## src/rtl/truth_table_sweeper_if.sv

```systemverilog
// Bundle between the sweeper and whoever owns the circuit under test; `table` is a reserved word, so the word is table_bits.
// TRUTH_TABLE_SWEEPER_CHECK_EN adds the expected/mismatch/err_idx signals.
interface truth_table_sweeper_if #(
   parameter int N_IN = 3
);
   logic                 start;
   logic                 f;
   logic [N_IN-1:0]      vec;
   logic                 busy;
   logic                 done;
   logic [2**N_IN-1:0]   table_bits;
   logic                 table_valid;
`ifdef TRUTH_TABLE_SWEEPER_CHECK_EN
   logic [2**N_IN-1:0]   expected;
   logic                 mismatch;
   logic [N_IN-1:0]      err_idx;

   modport master (
      output start, f, expected,
      input  vec, busy, done, table_bits, table_valid, mismatch, err_idx
   );
   modport slave (
      input  start, f, expected,
      output vec, busy, done, table_bits, table_valid, mismatch, err_idx
   );
`else
   modport master (
      output start, f,
      input  vec, busy, done, table_bits, table_valid
   );
   modport slave (
      input  start, f,
      output vec, busy, done, table_bits, table_valid
   );
`endif
endinterface

```

## src/rtl/truth_table_sweeper.sv

```systemverilog
// Sweeps vec through 0..2**N_IN-1 (HOLD+1 cycles each) and captures f into table_bits; done pulses 2+2**N_IN*(HOLD+1) cycles after start.
// No backpressure: start is only honoured in IDLE. TRUTH_TABLE_SWEEPER_CHECK_EN adds a sticky compare against expected.
module truth_table_sweeper #(
   parameter int N_IN = 3,
   parameter int HOLD = 4
) (
   input logic               clk,
   input logic               rst,
   truth_table_sweeper_if.slave bus
);
   localparam int W  = 2**N_IN;
   localparam int IW = N_IN + 1;

   localparam logic [1:0] IDLE   = 2'd0;
   localparam logic [1:0] DRIVE  = 2'd1;
   localparam logic [1:0] SAMPLE = 2'd2;
   localparam logic [1:0] DONE   = 2'd3;

   localparam logic [IW-1:0] LAST_IDX  = IW'(W - 1);
   localparam logic [7:0]    HOLD_LAST = 8'(HOLD - 1);

   logic [1:0]      state;
   logic [IW-1:0]   idx;
   logic [7:0]      hold_cnt;
   logic [N_IN-1:0] vec_q;
   logic            busy_q;
   logic            done_q;
   logic            valid_q;
   logic [W-1:0]    table_q;
`ifdef TRUTH_TABLE_SWEEPER_CHECK_EN
   logic            mismatch_q;
   logic [N_IN-1:0] err_idx_q;
`endif

   // Outputs are registered from the current state, so they trail the state by one cycle.
   always_ff @(posedge clk) begin
      if (rst) begin
         state    <= IDLE;
         idx      <= '0;
         hold_cnt <= '0;
         vec_q    <= '0;
         busy_q   <= 1'b0;
         done_q   <= 1'b0;
         valid_q  <= 1'b0;
         table_q  <= '0;
`ifdef TRUTH_TABLE_SWEEPER_CHECK_EN
         mismatch_q <= 1'b0;
         err_idx_q  <= '0;
`endif
      end else begin
         case (state)
            IDLE: begin
               vec_q  <= '0;
               busy_q <= 1'b0;
               done_q <= 1'b0;
               if (bus.start) begin
                  table_q  <= '0;
                  valid_q  <= 1'b0;
                  idx      <= '0;
                  hold_cnt <= '0;
                  state    <= DRIVE;
`ifdef TRUTH_TABLE_SWEEPER_CHECK_EN
                  mismatch_q <= 1'b0;
                  err_idx_q  <= '0;
`endif
               end
            end
            DRIVE: begin
               vec_q    <= idx[N_IN-1:0];
               busy_q   <= 1'b1;
               done_q   <= 1'b0;
               hold_cnt <= hold_cnt + 8'd1;
               if (hold_cnt == HOLD_LAST) state <= SAMPLE;
            end
            SAMPLE: begin
               vec_q  <= idx[N_IN-1:0];
               busy_q <= 1'b1;
               done_q <= 1'b0;
               table_q[idx[N_IN-1:0]] <= bus.f;
`ifdef TRUTH_TABLE_SWEEPER_CHECK_EN
               // Only the first failure is latched, giving the lowest failing index.
               if ((bus.f != bus.expected[idx[N_IN-1:0]]) && !mismatch_q) begin
                  mismatch_q <= 1'b1;
                  err_idx_q  <= idx[N_IN-1:0];
               end
`endif
               if (idx == LAST_IDX) begin
                  state <= DONE;
               end else begin
                  idx      <= idx + 1'b1;
                  hold_cnt <= '0;
                  state    <= DRIVE;
               end
            end
            default: begin
               done_q  <= 1'b1;
               busy_q  <= 1'b0;
               valid_q <= 1'b1;
               vec_q   <= '0;
               idx     <= '0;
               state   <= IDLE;
            end
         endcase
      end
   end

   assign bus.vec         = vec_q;
   assign bus.busy        = busy_q;
   assign bus.done        = done_q;
   assign bus.table_bits  = table_q;
   assign bus.table_valid = valid_q;
`ifdef TRUTH_TABLE_SWEEPER_CHECK_EN
   assign bus.mismatch    = mismatch_q;
   assign bus.err_idx     = err_idx_q;
`endif
endmodule

```

## src/flat_wrapper.sv

```systemverilog
// flat-port wrapper written by rule: the top's interface ports become plain ports
module truth_table_sweeper_flat 
#(
   parameter int N_IN = 3,
   parameter int HOLD = 4
)
  (clk, rst, bus_start, bus_f, bus_vec, bus_busy, bus_done, bus_table_bits, bus_table_valid);
  truth_table_sweeper_if #(.N_IN(N_IN)) bus_i ();
  input logic clk;
  input logic rst;
  input wire logic [$bits(bus_i.start)-1:0] bus_start;
  input wire logic [$bits(bus_i.f)-1:0] bus_f;
  output wire logic [$bits(bus_i.vec)-1:0] bus_vec;
  output wire logic [$bits(bus_i.busy)-1:0] bus_busy;
  output wire logic [$bits(bus_i.done)-1:0] bus_done;
  output wire logic [$bits(bus_i.table_bits)-1:0] bus_table_bits;
  output wire logic [$bits(bus_i.table_valid)-1:0] bus_table_valid;
  assign bus_i.start = bus_start;
  assign bus_i.f = bus_f;
  assign bus_vec = bus_i.vec;
  assign bus_busy = bus_i.busy;
  assign bus_done = bus_i.done;
  assign bus_table_bits = bus_i.table_bits;
  assign bus_table_valid = bus_i.table_valid;
  truth_table_sweeper #(.N_IN(N_IN), .HOLD(HOLD)) u_core (.clk(clk), .rst(rst), .bus(bus_i));
endmodule
```

## config.mk

```make
export PLATFORM = sky130hd
export DESIGN_NAME = truth_table_sweeper_flat
export DESIGN_NICKNAME = d
export VERILOG_FILES = /design/src/rtl/truth_table_sweeper_if.sv /design/src/rtl/truth_table_sweeper.sv /design/src/flat_wrapper.sv
export SDC_FILE = /design/constraint.sdc
export NUM_CORES = 1
export LEC_CHECK = 0
export ABC_CLOCK_PERIOD_IN_PS = 4840
export BUFFER_PORTS_ARGS = -buffer_cell sky130_fd_sc_hd__clkbuf_2
export CAP_MARGIN = 20
export CELL_PAD_IN_SITES_DETAIL_PLACEMENT = 1
export CELL_PAD_IN_SITES_GLOBAL_PLACEMENT = 1
export CORE_MARGIN = 1.5
export CORE_UTILIZATION = 46
export CTS_CLUSTER_SIZE = 25
export DETAILED_ROUTE_END_ITERATION = 12
export PLACE_DENSITY = 0.94
export SETUP_SLACK_MARGIN = 0.2
export SYNTH_ARGS = -nofsm -noshare
export SYNTH_HDL_FRONTEND = slang
export SYNTH_SLANG_ARGS = --single-unit
```

## constraint.sdc

```tcl
create_clock -name clk -period 4.84 [get_ports clk]
set_clock_uncertainty 0.05 [all_clocks]
set_input_delay 0.242 -clock clk [delete_from_list [all_inputs] [get_ports clk]]
set_output_delay 0.242 -clock clk [all_outputs]
set_load 0.02 [all_outputs]
```

==> results.yml <==
run_status:
  outcome: "completed"
pwr:
  irDropWorstVdd_mv: 0.2221
  fin_total_pwr_w: 0.0007282
  p_per_area_nw_per_um2: 456.5
  leakagePower_nw: 0.5920
flow_run:
  cap_violations: 0
sta:
  drv_slew: 0
  final-setup-viol-count: 0
  tightest_slew_ns: 1.086
  hold_viol: 0
  tns_ns: 0
  rsz0062_at_grt: "false"
  slew_headroom: 0.2744
  fin_crit_sh: 0.5327
  max_freq_ghz: 0.3878
  fin_crit_ns: 2.578
route:
  highest_layer: "met4"
  wl_met1_mm: 1.656
  viasPerCell: 5.833
  dr_wl_met3_um: 115
  ant_nets: 0
  via_count: 1324
  routed_wl_mm: 3.622
  route.detailed.drc: 0
  first_iter_violations: 92
  routed-wl-met2_mm: 1.806
  avgRoutedWirePerCell_um: 15.96
  first_pass_iters: 4
setup_path:
  crit_chain: "inv_1 > ha_1 > and4b_1 > or4b_4 > or4_1 > a21oi_1"
  rr_worst_depth: 6
  end_kind: "flop"
  path_max_fanout: 15
  cp_slowest_stage_delay_ns: 0.55
  crit_type: "flop to flop"
  arrival_ns: 2.80
  slowest_stage: "or4b_4"
  cp-start-kind: "flop"
  critPathRequiredTime_ns: 5.06
cells_and_area:
  fin_nets: 194
  finalInstanceArea_um2: 1595
  fin_cells: 227
  drive_gt1_frac: 0.1475
  n_antenna_cell: 0
  final_core_utilization: 0.5269
  area_delta_synth_final_pct: 9.630
grt:
  first_global_vias: 1310
  grt_pass1_wl_mm: 6.072
  antenna_found_initial: 0
  globalRouteOverflowTotal: 0
  grt_max_degree: 29
  grt_usage: 0.2256
floorplanning:
  die_area_um2: 3510
  fp.dieH_um: 59.25
  fp.dieW_um: 59.25
  coreArea_um2: 3028
  start_util: 0.4806
  row_count: 20
  io_pins: 18
clock_tree:
  insertion_delay_ns: 0.34
  cts_hold_buf: 0
  path_clk_slew_ns: 0.15
  cts_tree: "built"
  cts_sinks: 28
  cts_buffer_depth: 2
  cts_resized: 0
  post_cts_buffers: 0
  cts-buffers-inserted: 3
  h-tree-depth: 1
  clock-root-buffer: "clkbuf_4"
placed_design:
  place_hpwl_mm: 2.659
  dpl.cell_count: 223
  gp_congestion: 0.8149
  dpl_cell_area_um2: 1543
  port_buffers: 17
logic_synthesis:
  yosysUniqueCellTypes: 37
  synth_seq_area_share: 0.3852
  syn-cell-area_um2: 1455
  synth.avg_cell_area_um2: 8.460
  synth.yosys.warnings: 0
  netlist_instances: 172
  synthesis.nets: 182
  ys_ff_latch: 28
worst_hold_path:
  hp-class: "primary input to flop"
  hold-path-cell-count: 4
## logic make-up after synthesis
kind of cell	synth area share
AND/OR/NAND/NOR	0.2485
AO/OA/AOI/OAI	0.2459
flip-flops	0.3852
buffers and inverters	0.05417
adder cells (fa/ha/maj)	0.05159
multiplexers	0.01462
## worst paths after layout
path	from	to	slack, ns
max	u_core.state[0]	u_core.hold_cnt[6]	2.26
min	bus_start	u_core.bus.table_valid	0.27
max reg2reg	u_core.state[0]	u_core.hold_cnt[6]	2.26
min reg2reg	u_core.bus.table_valid	u_core.bus.table_valid	0.44
## where the power goes
part / total [W] / switching, W / leakage [nW] / internal, W
registers: 0.000272 / 0.0000189 / 0.226 / 0.000253
logic: 0.000299 / 0.000185 / 0.338 / 0.000113
clock network: 0.000158 / 0.0000741 / 0.0279 / 0.0000838
total: 0.000728 / 0.000278 / 0.592 / 0.000450
## state kept, by name, indices dropped and copies added (netlist names)
| signal | cells |
|---|---|
| u_core.bus.busy | 1 |
| u_core.bus.done | 1 |
| u_core.bus.table_bits | 8 |
| u_core.bus.table_valid | 1 |
| u_core.bus.vec | 3 |
| u_core.hold_cnt | 8 |
| u_core.idx | 4 |
| u_core.state | 2 |
## synthesized netlist by cell type
library cell,count,share of area
dfxtp_1,28,0.39
a21oi_1,24,0.083
o21ai_0,15,0.052
nand2_1,9,0.023
nor2b_1,9,0.039
clkbuf_1,8,0.021
inv_1,7,0.018
nand3_1,7,0.024
and2_1,6,0.026
ha_1,6,0.052
nor2_1,6,0.015
or3_1,5,0.021
a2bb2oi_1,4,0.024
nor3_1,4,0.014
or4_1,4,0.021
a31oi_1,3,0.013
a41oi_1,3,0.018
buf_6,2,0.015
nand2b_1,2,0.0086
o21a_1,2,0.010
or2_2,2,0.0086
a2111oi_4,1,0.019
a211oi_1,1,0.0052
a21boi_0,1,0.0052
a221oi_1,1,0.0060
and2b_1,1,0.0052
and3_1,1,0.0043
and4b_1,1,0.0069
mux2_2,1,0.0077
mux2i_1,1,0.0069
nand4_1,1,0.0043
nand4b_1,1,0.0060
o31ai_1,1,0.0052
o32ai_1,1,0.0060
or3_2,1,0.0052
or4b_1,1,0.0069
or4b_4,1,0.0095
## cell usage in the layout (no fill, tap or decap), types with 2 or more instances in the layout
master | synthesis | layout
or2_2 | 2 | 2
clkbuf_4 | 0 | 3
a41oi_1 | 3 | 3
nor2_1 | 6 | 6
ha_1 | 6 | 6
a2bb2oi_1 | 4 | 4
inv_1 | 7 | 7
or4_1 | 4 | 4
or3_1 | 5 | 5
dfxtp_1 | 28 | 28
o21ai_0 | 15 | 15
nand3_1 | 7 | 7
a31oi_1 | 3 | 3
a21oi_1 | 24 | 24
nor3_1 | 4 | 4
nand2b_1 | 2 | 2
o21a_1 | 2 | 2
and2_1 | 6 | 6
clkbuf_2 | 0 | 17
nand2_1 | 9 | 9
nor2b_1 | 9 | 9
## cell type report
type | instances | area [um2]
Sequential cell | 28 | 560.5
Fill cell | 379 | 1433
Multi-Input combinational cell | 127 | 815.8
Clock buffer | 3 | 22.52
Clock inverter | 1 | 30.03
Inverter | 7 | 26.28
Timing Repair Buffer | 17 | 85.08
Tap cell | 44 | 55.05
## critical path: cells and delay by family (launching register included)
family | cells | cell delay (ns)
AND/OR/NAND/NOR | 3 | 1.42
flip-flops | 1 | 0.42
AO/OA/AOI/OAI | 1 | 0.14
adder cells (fa/ha/maj) | 1 | 0.38
buffers and inverters | 1 | 0.10
## metrics by stage
stage	worst slack [ns]	hold WS, ns
2_1_floorplan	2.587	0.4076
3_3_place_gp	2.402	0.4115
3_5_place_dp	2.301	0.4220
4_1_cts	2.258	0.2688
5_1_grt	2.123	0.2698
6_report	2.262	0.2693
## routing by layer
metal | global-route usage | vias to the layer above
met5 | 0 | -
met4 | 0.07792 | 0
met3 | 0.02838 | 5
met2 | 0.3783 | 23
met1 | 0.2969 | 647
li1 | - | 649
Note: power is estimated with default switching activity, not from simulation.
